$ cat config.mk
export PLATFORM = sky130hd
export DESIGN_NAME = led_rate_meas_flat
export DESIGN_NICKNAME = d
export VERILOG_FILES = /design/src/rtl/led_pkg.sv /design/src/rtl/led_rate_meas_if.sv /design/src/rtl/led_edge_sync.sv /design/src/rtl/led_rate_meas.sv /design/src/flat_wrapper.sv
export SDC_FILE = /design/constraint.sdc
export NUM_CORES = 1
export LEC_CHECK = 0
export BUFFER_PORTS_ARGS = -buffer_cell sky130_fd_sc_hd__buf_2
export CAP_MARGIN = 20
export CORE_ASPECT_RATIO = 2
export CORE_MARGIN = 2
export CORE_UTILIZATION = 58
export CTS_CLUSTER_DIAMETER = 100
export DETAILED_ROUTE_END_ITERATION = 12
export PLACE_DENSITY = 0.86
export SYNTH_ARGS = -nofsm -noshare
export SYNTH_HDL_FRONTEND = slang
export SYNTH_SLANG_ARGS = --single-unit
$ cat constraint.sdc
create_clock -name clk100 -period 3.53 [get_ports clk100]
set_input_delay 0.1765 -clock clk100 [delete_from_list [all_inputs] [get_ports clk100]]
set_output_delay 0.1765 -clock clk100 [all_outputs]
set_load 0.005 [all_outputs]
$ cat src/rtl/led_pkg.sv
// Shared types and constants for the LED rate measurement path.
// The saturation helper matches the LED divider counter width.
package led_pkg;

  typedef enum logic [0:0] {SYNC, MEAS} meas_state_t;

  localparam int unsigned CNT_W_DEFAULT = 12;

  function automatic int unsigned sat_val(input int unsigned w);
    return (32'd1 << w) - 32'd1;
  endfunction

  localparam int unsigned SAT_DEFAULT = sat_val(CNT_W_DEFAULT);

endpackage

$ cat src/rtl/led_rate_meas_if.sv
// Result/handshake bundle between the rate meter and the register/debug consumer.
interface led_rate_meas_if #(
  parameter int unsigned CNT_W = led_pkg::CNT_W_DEFAULT
) ();
  logic             ack_i;
  logic [CNT_W-1:0] period_o;
  logic [CNT_W-1:0] high_o;
  logic             valid_o;
  logic             lost_o;
  logic             stall_o;

  modport master (input ack_i, output period_o, high_o, valid_o, lost_o, stall_o);
  modport slave  (output ack_i, input period_o, high_o, valid_o, lost_o, stall_o);
endinterface

$ cat src/rtl/led_edge_sync.sv
// Two-flop synchronizer plus edge-detect register for asynchronous pin inputs.
// lvl_o is delayed to line up with the registered rise/fall strobes.
module led_edge_sync (
  input  logic clk,
  input  logic rst,
  input  logic din,
  output logic lvl_o,
  output logic rise_o,
  output logic fall_o
);

  logic s1_q, s2_q, d_q, rise_q, fall_q;

  always_ff @(posedge clk or posedge rst) begin
    if (rst) begin
      s1_q   <= 1'b0;
      s2_q   <= 1'b0;
      d_q    <= 1'b0;
      rise_q <= 1'b0;
      fall_q <= 1'b0;
    end else begin
      s1_q   <= din;
      s2_q   <= s1_q;
      d_q    <= s2_q;
      rise_q <= s2_q & ~d_q;
      fall_q <= ~s2_q & d_q;
    end
  end

  assign lvl_o  = d_q;
  assign rise_o = rise_q;
  assign fall_o = fall_q;

endmodule

$ cat src/rtl/led_rate_meas.sv
// Measures period and high time of an LED square wave in prescaled ticks and
// hands the result to a consumer through a valid/ack handshake.
module led_rate_meas
  import led_pkg::*;
#(
  parameter int unsigned PRESCALE = 100,
  parameter int unsigned CNT_W    = led_pkg::CNT_W_DEFAULT
) (
  input  logic            clk100,
  input  logic            rst,
  input  logic            led_i,
  led_rate_meas_if.master res
);

  localparam logic [CNT_W-1:0] SAT     = CNT_W'(sat_val(CNT_W));
  localparam int unsigned      PW      = (PRESCALE > 1) ? $clog2(PRESCALE) : 1;
  localparam logic [PW-1:0]    PRE_MAX = PW'(PRESCALE - 1);

  logic lvl, rise, fall, unused_fall;

  led_edge_sync u_sync (
    .clk    (clk100),
    .rst    (rst),
    .din    (led_i),
    .lvl_o  (lvl),
    .rise_o (rise),
    .fall_o (fall)
  );

  assign unused_fall = fall;

  // The rise cycle is the first cycle of a new period, so the prescaler phase
  // restarts in that same cycle rather than one cycle later.
  logic [PW-1:0] pre_q, pre_d, pre_cur;
  logic          tick;

  always_comb begin
    pre_cur = rise ? '0 : pre_q;
    tick    = (pre_cur == PRE_MAX);
    pre_d   = tick ? '0 : pre_cur + 1'b1;
  end

  meas_state_t      state_q, state_d;
  logic [CNT_W-1:0] cnt_q, cnt_d, hcnt_q, hcnt_d;
  logic             load_res, set_stall;

  always_ff @(posedge clk100 or posedge rst) begin
    if (rst) state_q <= SYNC;
    else     state_q <= state_d;
  end

  always_comb begin
    state_d = state_q;
    unique case (state_q)
      SYNC: if (rise) state_d = MEAS;
      MEAS: if (!rise && cnt_q == SAT) state_d = SYNC;
    endcase
  end

  always_comb begin
    load_res  = (state_q == MEAS) && rise;
    set_stall = (state_q == MEAS) && !rise && (cnt_q == SAT);
  end

  // High count only advances alongside the tick count, so it can never exceed it.
  always_comb begin
    cnt_d  = cnt_q;
    hcnt_d = hcnt_q;
    if (rise) begin
      cnt_d  = CNT_W'(tick);
      hcnt_d = CNT_W'(tick & lvl);
    end else if (state_q == MEAS && tick && cnt_q != SAT) begin
      cnt_d = cnt_q + 1'b1;
      if (lvl) hcnt_d = hcnt_q + 1'b1;
    end
  end

  logic [CNT_W-1:0] period_q, high_q;
  logic             valid_q, lost_q, stall_q;

  always_ff @(posedge clk100 or posedge rst) begin
    if (rst) begin
      pre_q    <= '0;
      cnt_q    <= '0;
      hcnt_q   <= '0;
      period_q <= '0;
      high_q   <= '0;
      valid_q  <= 1'b0;
      lost_q   <= 1'b0;
      stall_q  <= 1'b0;
    end else begin
      pre_q  <= pre_d;
      cnt_q  <= cnt_d;
      hcnt_q <= hcnt_d;
      lost_q <= 1'b0;
      if (load_res) begin
        period_q <= cnt_q;
        high_q   <= hcnt_q;
        valid_q  <= 1'b1;
        lost_q   <= valid_q & ~res.ack_i;
      end else if (valid_q && res.ack_i) begin
        valid_q <= 1'b0;
      end
      if (set_stall) stall_q <= 1'b1;
      else if (rise) stall_q <= 1'b0;
    end
  end

  assign res.period_o = period_q;
  assign res.high_o   = high_q;
  assign res.valid_o  = valid_q;
  assign res.lost_o   = lost_q;
  assign res.stall_o  = stall_q;

endmodule

$ cat src/flat_wrapper.sv
// flat-port wrapper written by rule: the top's interface ports become plain ports
module led_rate_meas_flat import led_pkg::*;
#(
  parameter int unsigned PRESCALE = 100,
  parameter int unsigned CNT_W    = led_pkg::CNT_W_DEFAULT
)
  (clk100, rst, led_i, res_ack_i, res_period_o, res_high_o, res_valid_o, res_lost_o, res_stall_o);
  led_rate_meas_if #(.CNT_W(CNT_W)) res_i ();
  input  logic clk100;
  input  logic rst;
  input  logic led_i;
  input wire logic [$bits(res_i.ack_i)-1:0] res_ack_i;
  output wire logic [$bits(res_i.period_o)-1:0] res_period_o;
  output wire logic [$bits(res_i.high_o)-1:0] res_high_o;
  output wire logic [$bits(res_i.valid_o)-1:0] res_valid_o;
  output wire logic [$bits(res_i.lost_o)-1:0] res_lost_o;
  output wire logic [$bits(res_i.stall_o)-1:0] res_stall_o;
  assign res_i.ack_i = res_ack_i;
  assign res_period_o = res_i.period_o;
  assign res_high_o = res_i.high_o;
  assign res_valid_o = res_i.valid_o;
  assign res_lost_o = res_i.lost_o;
  assign res_stall_o = res_i.stall_o;
  led_rate_meas #(.PRESCALE(PRESCALE), .CNT_W(CNT_W)) u_core (.clk100(clk100), .rst(rst), .led_i(led_i), .res(res_i));
endmodule
==> results of run 1 <==
## tightest hold or removal path, stage by stage
cell,delay [ns]
buf_2,0.07
nand2b_1,0.11
nor2_1,0.05
## layout make-up
type | instances | area (um2)
sequential | 63 | 1580
fill | 361 | 1510
multi-input combinational | 175 | 1200
timing repair buffer | 37 | 208
clock buffer | 14 | 193
tap | 57 | 71.3
clock inverter | 2 | 35.0
inverter | 7 | 26.3
## routing by layer
metal | vias to the layer above | part of all wire (%) | GRT usage (%)
met5 | - | 0 | 0
met4 | 0 | 2.9 | 18.5
met3 | 15 | 4.2 | 3.19
met2 | 75 | 54 | 41.0
met1 | 1083 | 39 | 28.2
li1 | 1040 | - | -
## through the flow
| step | hold slack (ns) | instances | power, mW |
|---|---|---|---|
| floorplan | 0.208 | 259 | 0.866 |
| global placement | 0.285 | 337 | 0.893 |
| detailed placement | 0.289 | 337 | 0.899 |
| CTS | 0.0768 | 355 | 1.59 |
| global route | 0.107 | 355 | 1.63 |
| finish | 0.0868 | 355 | 1.58 |
## how the worst max path moves through the flow
stage,startpoint,endpoint,slack (ns),cells after the start
floorplan,u_core.u_sync.rise_o,u_core.hcnt_q[11],1.09,7
global placement,u_core.u_sync.rise_o,u_core.hcnt_q[11],1.21,6
detailed placement,u_core.u_sync.rise_o,u_core.hcnt_q[11],1.13,6
CTS,u_core.pre_q[0],u_core.hcnt_q[11],1.07,6
global route,u_core.u_sync.rise_o,u_core.hcnt_q[11],0.88,6
finish,u_core.u_sync.rise_o,u_core.hcnt_q[7],1.03,6
## where the power goes
part / internal [mW] / switching (mW) / leakage, nW
Sequential: 0.745 / 0.0242 / 0.858
Combinational: 0.0482 / 0.0720 / 0.572
Clock: 0.421 / 0.267 / 0.119
Total: 1.21 / 0.363 / 1.55
## kinds of logic (layout without fill, tap and decap cells)
logic type	after synthesis	in the layout	share of synthesized area (%)
mux	22	22	8.60
compound gates	52	52	11.4
buf+inv	21	60	2.76
flops	63	63	55.3
fa+ha+maj	3	3	1.32
xor+xnor	4	4	1.23
simple gates	94	94	19.4
## sequential cells by signal, summed over array words and instances (netlist names), 7 cells and up
signal,count
u_core.pre_q,7
u_core.hcnt_q,12
u_core.res.period_o,12
u_core.cnt_q,12
u_core.res.high_o,12
## synth_stat cells (all sizes together) (3+ instances only)
cell type	n
nor3	4
o21ai	9
xor2	3
clkbuf	12
or3	5
mux2	20
inv	7
a21o	3
ha	3
nand4	8
nand2	19
nor2b	5
or4	17
a21oi	20
nor2	8
dfrtp	63
nand3	13
and4	4
o31ai	12
nand4b	3
==> results.ini, run 1 <==
[die]
core_mm2=0.00482
fp.dieW_um=53.6
io_pins=31
die_y_um=103
die_area_mm2=0.00553
start_util_pct=59.2
std_cell_rows=36

[hold_path]
holdPathEnd=u_core.res.lost_o
holdPathStages=3
hp-class=primary input to register
min_from=res_ack_i

[detailed_routing]
drtIter0Drc=46
drt_wl_total_mm=5.90
wl_per_cell_um=16.6
route.detailed.drc=0
drtPass1Iterations=4
vias_per_cell=6.23
ant_nets=0
routed-via-count=2213

[cts]
root_buffer=clkbuf_8
cts_inserted_buffers=9
cts_tree=done
clk_pin_slew_ns=0.07
cts_buffer_depth=2
postCtsHoldBufs=2
post_cts_resize_count=0
post-cts-setup-buffer-count=0
htreeDepth=3
clock_sinks=63
clk_latency_ns=0.35

[worst_setup_path]
required_ns=3.80
crit_family=simple AND/OR/NAND/NOR gates
rr_worst_depth=6
end_kind=register
cp.arrival_ns=2.77
max_stage_delay_ns=0.62
regToRegEndpoint=u_core.hcnt_q[7]
crit_chain=nor2b_1, ha_1, nand4b_1, or4_4, or4_1, a21oi_1
rrSetupSlack_ns=1.03
crit_type=register to register
cp_slowest_cell=or4_4
cp_num_buf_inv=0
r2r_start=u_core.u_sync.rise_o
cp-start-kind=register
path_max_fanout=6

[place]
dpl.hpwl_mm=4.01
placed_area_mm2=0.00306
gp_congestion=0.861
dpl_worst_slack_ns=1.13
portBuffers=30

[layout]
final_common_cell=dfrtp_1
layout.nets=300
insertedDiodeCount=0
area_growth_pct=16.1
fin_util_pct=68.7
layout_common_cells=dfrtp_1, buf_2, mux2_2, a21oi_1, nand2_1
final_layout_size_suffix_gt1_share_pct=26.2
final_area_mm2=0.00331

[global_routing]
overflow=0
grt_max_degree=40
grt_pass1_vias=2177
grt_pass1_wl_mm=9.72
grt_antenna_before_repair=0
grt_usage_pct=24.8

[sta]
worst_pin_slew_ns=0.787
fin_setup_tns_ns=0
min_period_ns=2.50
slew_violations=0
setup_slack_ns=1.03
rsz0062_at_grt=no
period_share_pct=70.8
max_slew_margin_pct=47.5
hold_viol=0
fin_skew_ns=0.00728
setup_violations=0
fmax_mhz=400

[job]
cap_viol_max_count=0

[power_and_ir_drop]
peakVddDrop_mv=0.380
p_per_area_mw_per_mm2=476
p_leak_nw=1.55

[logic_synthesis]
syn_area_per_cell_um2=11.0
ys_seq_area_share_pct=55.3
synth_nets=266
yosysWarnings=0
yosysTopAreaCell=dfrtp_1
ys_async_sr_fraction_pct=100
synth_edf_count=0
syn_area_mm2=0.00285
synth_cells=259
ys_types=37
yosysTopAreaCellShare_pct=55.3
yosys_register_bits=63
netlist_top_cells_area=dfrtp_1, mux2_2, or4_1, a21oi_1, o31ai_1
synth-main-ff-cell=dfrtp_1

[outcome]
status=finished, final reports clean

(Power assumes the default switching activity.)
==> inputs of run 2 (changes only) <==
clock period = 2.45 ns   (was 3.53 ns; I/O delays follow)
==> results.ini, run 2 (synthesis gave the netlist of run 1 again) <==
[place]
dp.cells=342
portBuffers=30
dpl_worst_slack_ns=0.167
dpl.hpwl_mm=3.98
gp_congestion=0.856

[detailed_routing]
routed-via-count=2178
drtIter0Drc=61
ant_nets=0
drt_wl_total_mm=5.53
drtPass1Iterations=4
vias_per_cell=6.10
wl_per_cell_um=15.5
route.detailed.drc=0

[layout]
final_common_cell=dfrtp_1
insertedDiodeCount=0
layout.nets=305
n_fill_cell=348
layout_common_cells=dfrtp_1, buf_2, mux2_2, a21oi_1, nand2_1
final_layout_size_suffix_gt1_share_pct=27.0
area_growth_pct=15.8
layout.cells.non_filler=357

[global_routing]
grt.busiest_layer=met2
grt_pass1_vias=2123
grt_use_met3_pct=6.52
grt_pass1_wl_mm=9.47
grt_use_met1_pct=28.3
grt_antenna_before_repair=0
overflow=0
grt_max_degree=46
grt_usage_pct=24.1
grt_use_met2_pct=38.6

[sta]
hold_viol=43
max_slew_margin_pct=40.8
min_period_ns=2.30
slew_violations=0
fin_setup_tns_ns=0
worst_pin_slew_ns=0.887
fin_skew_ns=0.00654
setup_violations=0
fmax_mhz=435
holdWs_ns=-0.0322
setup_slack_ns=0.152
rsz0062_at_grt=no
period_share_pct=93.8

[cts]
post_cts_resize_count=0
clock_sinks=63
clk_latency_ns=0.35
root_buffer=clkbuf_8
cts_buffer_depth=2
cts_inserted_buffers=9
cts_tree=done
htreeDepth=3
clk_pin_slew_ns=0.06

[die]
die_y_um=103
std_cell_rows=36
die_area_mm2=0.00553
start_util_pct=59.2
io_pins=31
core_mm2=0.00482
fp.dieW_um=53.6

[worst_setup_path]
crit_chain=nor2b_1, ha_1, nand4b_1, or4_4, or4_1, a21oi_1
required_ns=2.72
max_stage_delay_ns=0.58
cp-start-kind=register
end_kind=register
path_max_fanout=6
cp.arrival_ns=2.57
crit_type=register to register
cp_slowest_cell=or4_4

[outcome]
violations=negative hold slack
status=complete, but fails checks

[power_and_ir_drop]
p_per_area_mw_per_mm2=627
power_mw=2.07
p_leak_nw=1.55
peakVddDrop_mv=0.574

[hold_path]
hp-class=primary input to async pin

[job]
cap_viol_max_count=0

run 2: cell types whose count changed in the layout (fill, tap and decap cells not counted), sizes merged:
| cell | delta |
|---|---|
| buf | +6 |
| clkbuf | -2 |
| dlygate4sd3 | -1 |
| bufinv | -1 |
run 2: worst paths after layout:
path	end	from	cells after the start	slack, ns
setup / recovery	u_core.cnt_q[11]	u_core.u_sync.rise_o	6	0.15
hold / removal	u_core.res.high_o[9]	rst	2	-0.03
setup reg to reg	u_core.cnt_q[11]	u_core.u_sync.rise_o	6	0.15
hold reg to reg	u_core.u_sync.s2_q	u_core.u_sync.s1_q	0	0.36
max in group asynchronous	u_core.res.period_o[7]	rst	3	1.79
min in group clk100	u_core.res.lost_o	res_ack_i	3	0.04
run 2: worst max-delay path, delay by kind of cell, from the launching register on:
kind,cells,cell delay (ns)
adder cells (fa/ha/maj),1,0.20
flip-flops,1,0.41
AND/OR/NAND/NOR,4,1.44
AO/OA/AOI/OAI,1,0.16
run 2: what timing repair did:
| item | CTS | global route |
|---|---|---|
| buffers inserted | 0 | 1 |
| endpoints found under the setup margin | 0 | 1 |
| endpoints found under the hold margin | 1 | 0 |
| hold buffers | 1 | 0 |
run 2: metal layers:
| layer | vias up | routed length (um) |
|---|---|---|
| met5 | - | 0 |
| met4 | 0 | 174 |
| met3 | 13 | 234 |
| met2 | 54 | 2920 |
| met1 | 1062 | 2200 |
| li1 | 1049 | - |
run 2: cell type report:
type	instances	area [um2]	share of cell area, %
Inverter	7	26.3	0.796
Clock buffer	12	165	5.00
Tap cell	57	71.3	2.16
Sequential cell	63	1580	47.7
Clock inverter	1	5.00	0.152
Multi-Input combinational cell	175	1200	36.4
Timing Repair Buffer	42	255	7.73
run 2: through the flow:
stage | hold slack (ns) | util (%) | area (um2)
after floorplan | 0.154 | - | 2850
after global placement | 0.231 | 64.6 | 3110
after CTS | 0.00209 | 68.4 | 3290
after detailed placement | 0.233 | 64.6 | 3110
after global routing | 0.0525 | 68.5 | 3300
final | -0.0322 | 68.5 | 3300
run 2: power breakdown:
part	internal (mW)	switching (mW)
clock network	0.430	0.351
logic	0.0765	0.105
registers	1.07	0.0337
